## config.mk

```make
export PLATFORM = sky130hd
export DESIGN_NAME = call_ret_ctrl
export DESIGN_NICKNAME = d
export VERILOG_FILES = /design/src/rtl/call_ret_ctrl.sv
export SDC_FILE = /design/constraint.sdc
export NUM_CORES = 1
export LEC_CHECK = 0
export ABC_AREA = 1
export CAP_MARGIN = 20
export CELL_PAD_IN_SITES_DETAIL_PLACEMENT = 1
export CELL_PAD_IN_SITES_GLOBAL_PLACEMENT = 1
export CORE_UTILIZATION = 29
export DETAILED_ROUTE_END_ITERATION = 6
export PLACE_DENSITY = 0.88
export SETUP_SLACK_MARGIN = 0.2
export SLEW_MARGIN = 20
export SYNTH_ARGS = -nofsm -noshare
export SYNTH_HDL_FRONTEND = slang
export SYNTH_SLANG_ARGS = --single-unit
```

## constraint.sdc

```tcl
create_clock -name clk -period 1.81 [get_ports clk]
set_input_delay 0.543 -clock clk [delete_from_list [all_inputs] [get_ports clk]]
set_output_delay 0.543 -clock clk [all_outputs]
set_load 0.02 [all_outputs]
```

## src/rtl/call_ret_ctrl.sv

```systemverilog
// ---------------------------------------------------------------------------
// call_ret_ctrl
//   Sequencer between the instruction decoder and the hardware return stack.
//   It is the only block that drives the stack push/pop port.
//   CALL: pushes pc_in + INSTR_STEP, then redirects the PC to call_target.
//   RET : reads the top of stack while popping it, then redirects the PC there.
//   Overflow, underflow and simultaneous CALL+RET requests park the FSM in a
//   sticky FAULT state until fault_clr is asserted.
//
// Optional feature (macro CALLRET_DEPTH_EN):
//   When defined, depth tracks the live call depth and max_depth holds its
//   high-water mark. Only reset clears them. When undefined, both are tied to 0.
//
// Ports:
//   clk, reset      clock; asynchronous active-high reset
//   call_req        CALL request, taken when ready=1
//   ret_req         RET request, taken when ready=1
//   pc_in           PC of the requesting instruction
//   call_target     CALL destination
//   ready           high only in IDLE
//   pc_load         one-cycle strobe: load pc_next into the PC
//   pc_next         redirect address, valid while pc_load=1
//   stk_push        stack push strobe
//   stk_pop         stack pop strobe
//   stk_push_data   stack push data
//   stk_pop_data    combinational top of stack from the stack
//   stk_empty       stack empty flag
//   stk_full        stack full flag
//   fault           sticky fault flag
//   fault_code      0 none, 1 overflow, 2 underflow, 3 illegal
//   fault_clr       clears the fault and returns to IDLE
//   depth           current call depth (optional feature)
//   max_depth       high-water mark of depth (optional feature)
// ---------------------------------------------------------------------------
module call_ret_ctrl #(
  parameter int ADDR_W     = 19,
  parameter int INSTR_STEP = 1
) (
  input  logic              clk,
  input  logic              reset,
  input  logic              call_req,
  input  logic              ret_req,
  input  logic [ADDR_W-1:0] pc_in,
  input  logic [ADDR_W-1:0] call_target,
  output logic              ready,
  output logic              pc_load,
  output logic [ADDR_W-1:0] pc_next,
  output logic              stk_push,
  output logic              stk_pop,
  output logic [ADDR_W-1:0] stk_push_data,
  input  logic [ADDR_W-1:0] stk_pop_data,
  input  logic              stk_empty,
  input  logic              stk_full,
  output logic              fault,
  output logic [1:0]        fault_code,
  input  logic              fault_clr,
  output logic [3:0]        depth,
  output logic [3:0]        max_depth
);

  typedef enum logic [2:0] {
    S_IDLE,
    S_CALL_PUSH,
    S_RET_POP,
    S_DONE,
    S_FAULT
  } state_e;

  typedef enum logic [1:0] {
    FC_NONE      = 2'd0,
    FC_OVERFLOW  = 2'd1,
    FC_UNDERFLOW = 2'd2,
    FC_ILLEGAL   = 2'd3
  } fault_code_e;

  state_e              state_q, state_d;
  logic [ADDR_W-1:0]   addr_q, addr_d;   // return address, then redirect address
  logic [ADDR_W-1:0]   tgt_q, tgt_d;     // CALL target parked during the push cycle
  fault_code_e         code_q, code_d;

  // --------------------------------------------------------------------------
  // Next-state and output decode
  // --------------------------------------------------------------------------
  always_comb begin
    // NOTE: every signal driven here gets a default first, so no path through
    // the case statement can leave one unassigned and infer a latch.
    state_d       = state_q;
    addr_d        = addr_q;
    tgt_d         = tgt_q;
    code_d        = code_q;
    ready         = 1'b0;
    pc_load       = 1'b0;
    pc_next       = '0;
    stk_push      = 1'b0;
    stk_pop       = 1'b0;
    stk_push_data = '0;
    fault         = 1'b0;

    unique case (state_q)
      S_IDLE: begin
        ready = 1'b1;
        if (call_req && ret_req) begin
          code_d  = FC_ILLEGAL;
          state_d = S_FAULT;
        end else if (call_req) begin
          if (stk_full) begin
            code_d  = FC_OVERFLOW;
            state_d = S_FAULT;
          end else begin
            addr_d  = pc_in + ADDR_W'(INSTR_STEP);  // wraps mod 2^ADDR_W
            tgt_d   = call_target;
            state_d = S_CALL_PUSH;
          end
        end else if (ret_req) begin
          if (stk_empty) begin
            code_d  = FC_UNDERFLOW;
            state_d = S_FAULT;
          end else begin
            state_d = S_RET_POP;
          end
        end
      end

      S_CALL_PUSH: begin
        stk_push      = 1'b1;
        stk_push_data = addr_q;
        addr_d        = tgt_q;
        state_d       = S_DONE;
      end

      // The stack pointer only moves at the end of this cycle, so pop_data
      // still shows the entry being popped and can be captured now.
      S_RET_POP: begin
        stk_pop = 1'b1;
        addr_d  = stk_pop_data;
        state_d = S_DONE;
      end

      S_DONE: begin
        pc_load = 1'b1;
        pc_next = addr_q;
        state_d = S_IDLE;
      end

      S_FAULT: begin
        fault = 1'b1;
        if (fault_clr) begin
          code_d  = FC_NONE;
          state_d = S_IDLE;
        end
      end

      default: state_d = S_IDLE;
    endcase
  end

  assign fault_code = code_q;

  // --------------------------------------------------------------------------
  // State and datapath registers
  // --------------------------------------------------------------------------
  always_ff @(posedge clk or posedge reset) begin
    if (reset) begin
      state_q <= S_IDLE;
      addr_q  <= '0;
      tgt_q   <= '0;
      code_q  <= FC_NONE;
    end else begin
      // NOTE: non-blocking assignments here so every register samples the
      // pre-edge values; blocking ones would make results order-dependent.
      state_q <= state_d;
      addr_q  <= addr_d;
      tgt_q   <= tgt_d;
      code_q  <= code_d;
    end
  end

  // --------------------------------------------------------------------------
  // Optional call-depth tracking
  // --------------------------------------------------------------------------
`ifdef CALLRET_DEPTH_EN
  logic [3:0] depth_q, depth_d, max_q;

  always_comb begin
    depth_d = depth_q;
    if (state_q == S_CALL_PUSH)
      depth_d = depth_q + 4'd1;
    else if (state_q == S_RET_POP)
      depth_d = depth_q - 4'd1;
  end

  // Deliberately untouched by fault_clr: the high-water mark must survive a
  // fault so it can be inspected after recovery.
  always_ff @(posedge clk or posedge reset) begin
    if (reset) begin
      depth_q <= '0;
      max_q   <= '0;
    end else begin
      depth_q <= depth_d;
      max_q   <= (depth_d > max_q) ? depth_d : max_q;
    end
  end

  assign depth     = depth_q;
  assign max_depth = max_q;
`else
  assign depth     = '0;
  assign max_depth = '0;
`endif

endmodule
```

==> out/results.txt <==
Post-synthesis adder-cell area fraction: 0.00443
Setup TNS: -17.98 ns
Placed Area: 4630 µm²
Synth warnings: 0
Clock tree buffer depth: 2
Violated checks: negative setup slack
Status: finished with violations
CP Cell Sequence: inv_2 -> nor3_4 -> inv_4 -> buf_8 -> nor2_4 -> buf_6
CP Class: reg -> out
Hold Buf Count CTS: 0
Area leader, netlist: dfrtp_1
CTS H-tree depth: 2
Crit path DAT: 1.65 ns
1st-pass router iterations: 5
Post-DP HPWL: 9440 µm
Final period demand of the worst path: 2.19 ns
Die height: 101 µm
Nets: 686
Pleak: 2.81 nW
Largest net degree at the start of global routing: 44
Die ar.: 10100 µm²
Mux share of post-synthesis cell area: 0
Complex-gate fraction of the synthesized area: 0.120
Async set-reset flop share out of synthesis: 1.00
Top-area cell type share of the netlist area: 0.381
Num CTS Buffers: 5
Post-synth EDFFs: 0
Mapped cell area: 2830 µm²
Tcrit/Tclk final: 1.21
DRC: 0
Max incr delay on CP: 0.45 ns
Area delta synth->final: 111%
Maximum vdd drop: 0.945 mV
RSZ-0062 raised after global routing: true
GRT Util Overall: 0.298
Sequential area share after synthesis: 0.381
Slowest-stage cell, CP: dfrtp_1
WP data required: 1.27 ns
Main synth FF type: dfrtp_1
Crit path max-delay family: buffers and inverters
HP Class: reg -> reg
Worst-Margin Slew: 0.545 ns
Critical path peak fanout: 7
Post-Synth XOR/XNOR Area: 0.0124
Final instance area: 5970 µm²
TritonCTS clock tree: yes
Clock root buffer master: clkbuf_8
Slew Limit Fails: 0
Post-synthesis instance total: 424
Largest family of logic cells by synthesized area: simple AND/OR/NAND/NOR gates
Antenna Violating Nets Remaining: 0
Final hold viol count: 0
Netlist cell types: 32
Via density per instance: 5.29
CP Launch Type: flip-flop
Setup ws final: -0.384 ns
Num ports: 117
Mean area per synthesized cell: 6.67 µm²
PD cells: 1710 nW/µm²
Final setup vio count: 86
MaxCap Viol Count: 0
Fmax: 0.456 GHz
DR WL/cell: 24.9 µm
Clk_lat worst skew: 0.34 ns
Clk sinks: 43
Final core occ: 0.641
CP Buf/Inv Count: 4
Worst setup EP type: output port
Initial DRC Count: 178
Vias: 3981
Final WL: 18700 µm
Largest cells by area after synthesis: dfrtp_1 (38%), nand2_1 (15%), nor2_1 (11%)
Vias in the first global route: 4068
Antenna violations before repair: 1
Grt ovf: 0
Simple-Gate Fraction of Synth Area: 0.351
Global-route wire length before repair: 22400 µm
Setup Skew: 0.0129 ns
Share of cells above drive strength 1: 0.505
Core area: 9330 µm²
Port-buffer cells: 108
Worst slew margin: 0.633
Reg clk slew, reported paths: 0.11 ns
Routability cong.: 0.882
Row cnt: 35
#FFs+latches synth: 43
Starting Density: 0.303
Die width: 101 µm
## sequential cells by signal, indices dropped and copies added, names as in the netlist
name,cells
addr_q,19
tgt_q,19
fault_code,2
state_q,3
## through the flow
step | power [W] | setup WS (ns) | instances | hold WS (ns)
4_1_cts | 0.00791 | -0.238 | 734 | 0.484
3_3_place_gp | 0.00565 | -0.321 | 706 | 0.460
5_1_grt | 0.0105 | -0.371 | 752 | 0.558
3_5_place_dp | 0.00599 | -0.421 | 706 | 0.463
2_1_floorplan | 0.00422 | 0.0359 | 431 | 0.442
6_report | 0.0102 | -0.384 | 752 | 0.534
## area by class of cell
type,count,area [µm²]
Fill cell,1050,3350
Multi-Input combinational cell,307,2270
Timing Repair Buffer,203,2090
Sequential cell,43,1080
Inverter,60,253
Tap cell,129,161
Clock buffer,7,96.3
Timing Repair inverter,1,16.3
Clock inverter,1,7.51
Antenna cell,1,2.50
## synth_stat cells (3+ instances only)
master	number
a21oi_1	11
a22oi_1	6
buf_2	7
buf_4	10
dfrtp_1	43
inv_1	56
inv_2	3
nand2_1	111
nand2_4	3
nand3_1	22
nor2_1	85
o21ai_0	35
o21bai_1	5
or2_2	3
xnor2_1	3
## per-layer routing
metal  GRT usage  share of wire  vias to the layer above
met5           0              0                        -
met4       0.138          0.056                        0
met3      0.0569          0.073                       84
met2       0.555           0.51                      250
met1       0.325           0.36                     1954
li1            -              -                     1693
## cell families after synthesis
kind of cell               count (synthesis)
other                                      1
and+or+nand+nor                          233
xor gates and xnor gates                   4
adders and majority gates                  1
buffers and inverters                     81
AOI/OAI and AO/OA                         61
DFF                                       43
## timing repair
| action | 4_1_cts | 5_1_grt |
|---|---|---|
| gates cloned | 3 | 1 |
| setup buffers | 17 | 16 |
| resized for setup | 411 | 132 |
| pin swaps | 32 | 24 |
| setup endpoints to repair | 85 | 87 |
## power breakdown
group	leakage, nW	switching, W	internal, W
sequential	0.509	0.000419	0.00145
combinational	2.25	0.00445	0.00313
clock	0.0505	0.000428	0.000349
## tightest hold or removal path, stage by stage, from the launching register on
cell and delay (ns):
dfrtp_1 0.39, nand2_2 0.07, nand2_2 0.05
## cell usage in the layout (no fill, tap or decap), drive strengths merged, types with 6 or more instances in the layout
master / instances
buf: 137
nand2: 114
nor2: 89
inv: 59
clkdlybuf4s50: 49
dfrtp: 43
o21ai: 37
nand3: 23
dlygate4sd2: 15
a21oi: 11
conb: 8
clkbuf: 8
a22oi: 6
## worst paths after layout
kind	from	endpoint	slack, ns	cells after the start
max in group asynchronous	reset	state_q[1]	1.00	3
setup reg to reg	state_q[1]	addr_q[17]	-0.24	13
hold reg to reg	tgt_q[2]	tgt_q[2]	0.53	2
setup / recovery	state_q[0]	pc_next[3]	-0.38	6
min in group asynchronous	reset	addr_q[1]	0.57	3
hold / removal	tgt_q[2]	tgt_q[2]	0.53	2
Note: power is estimated with default switching activity, not from simulation.
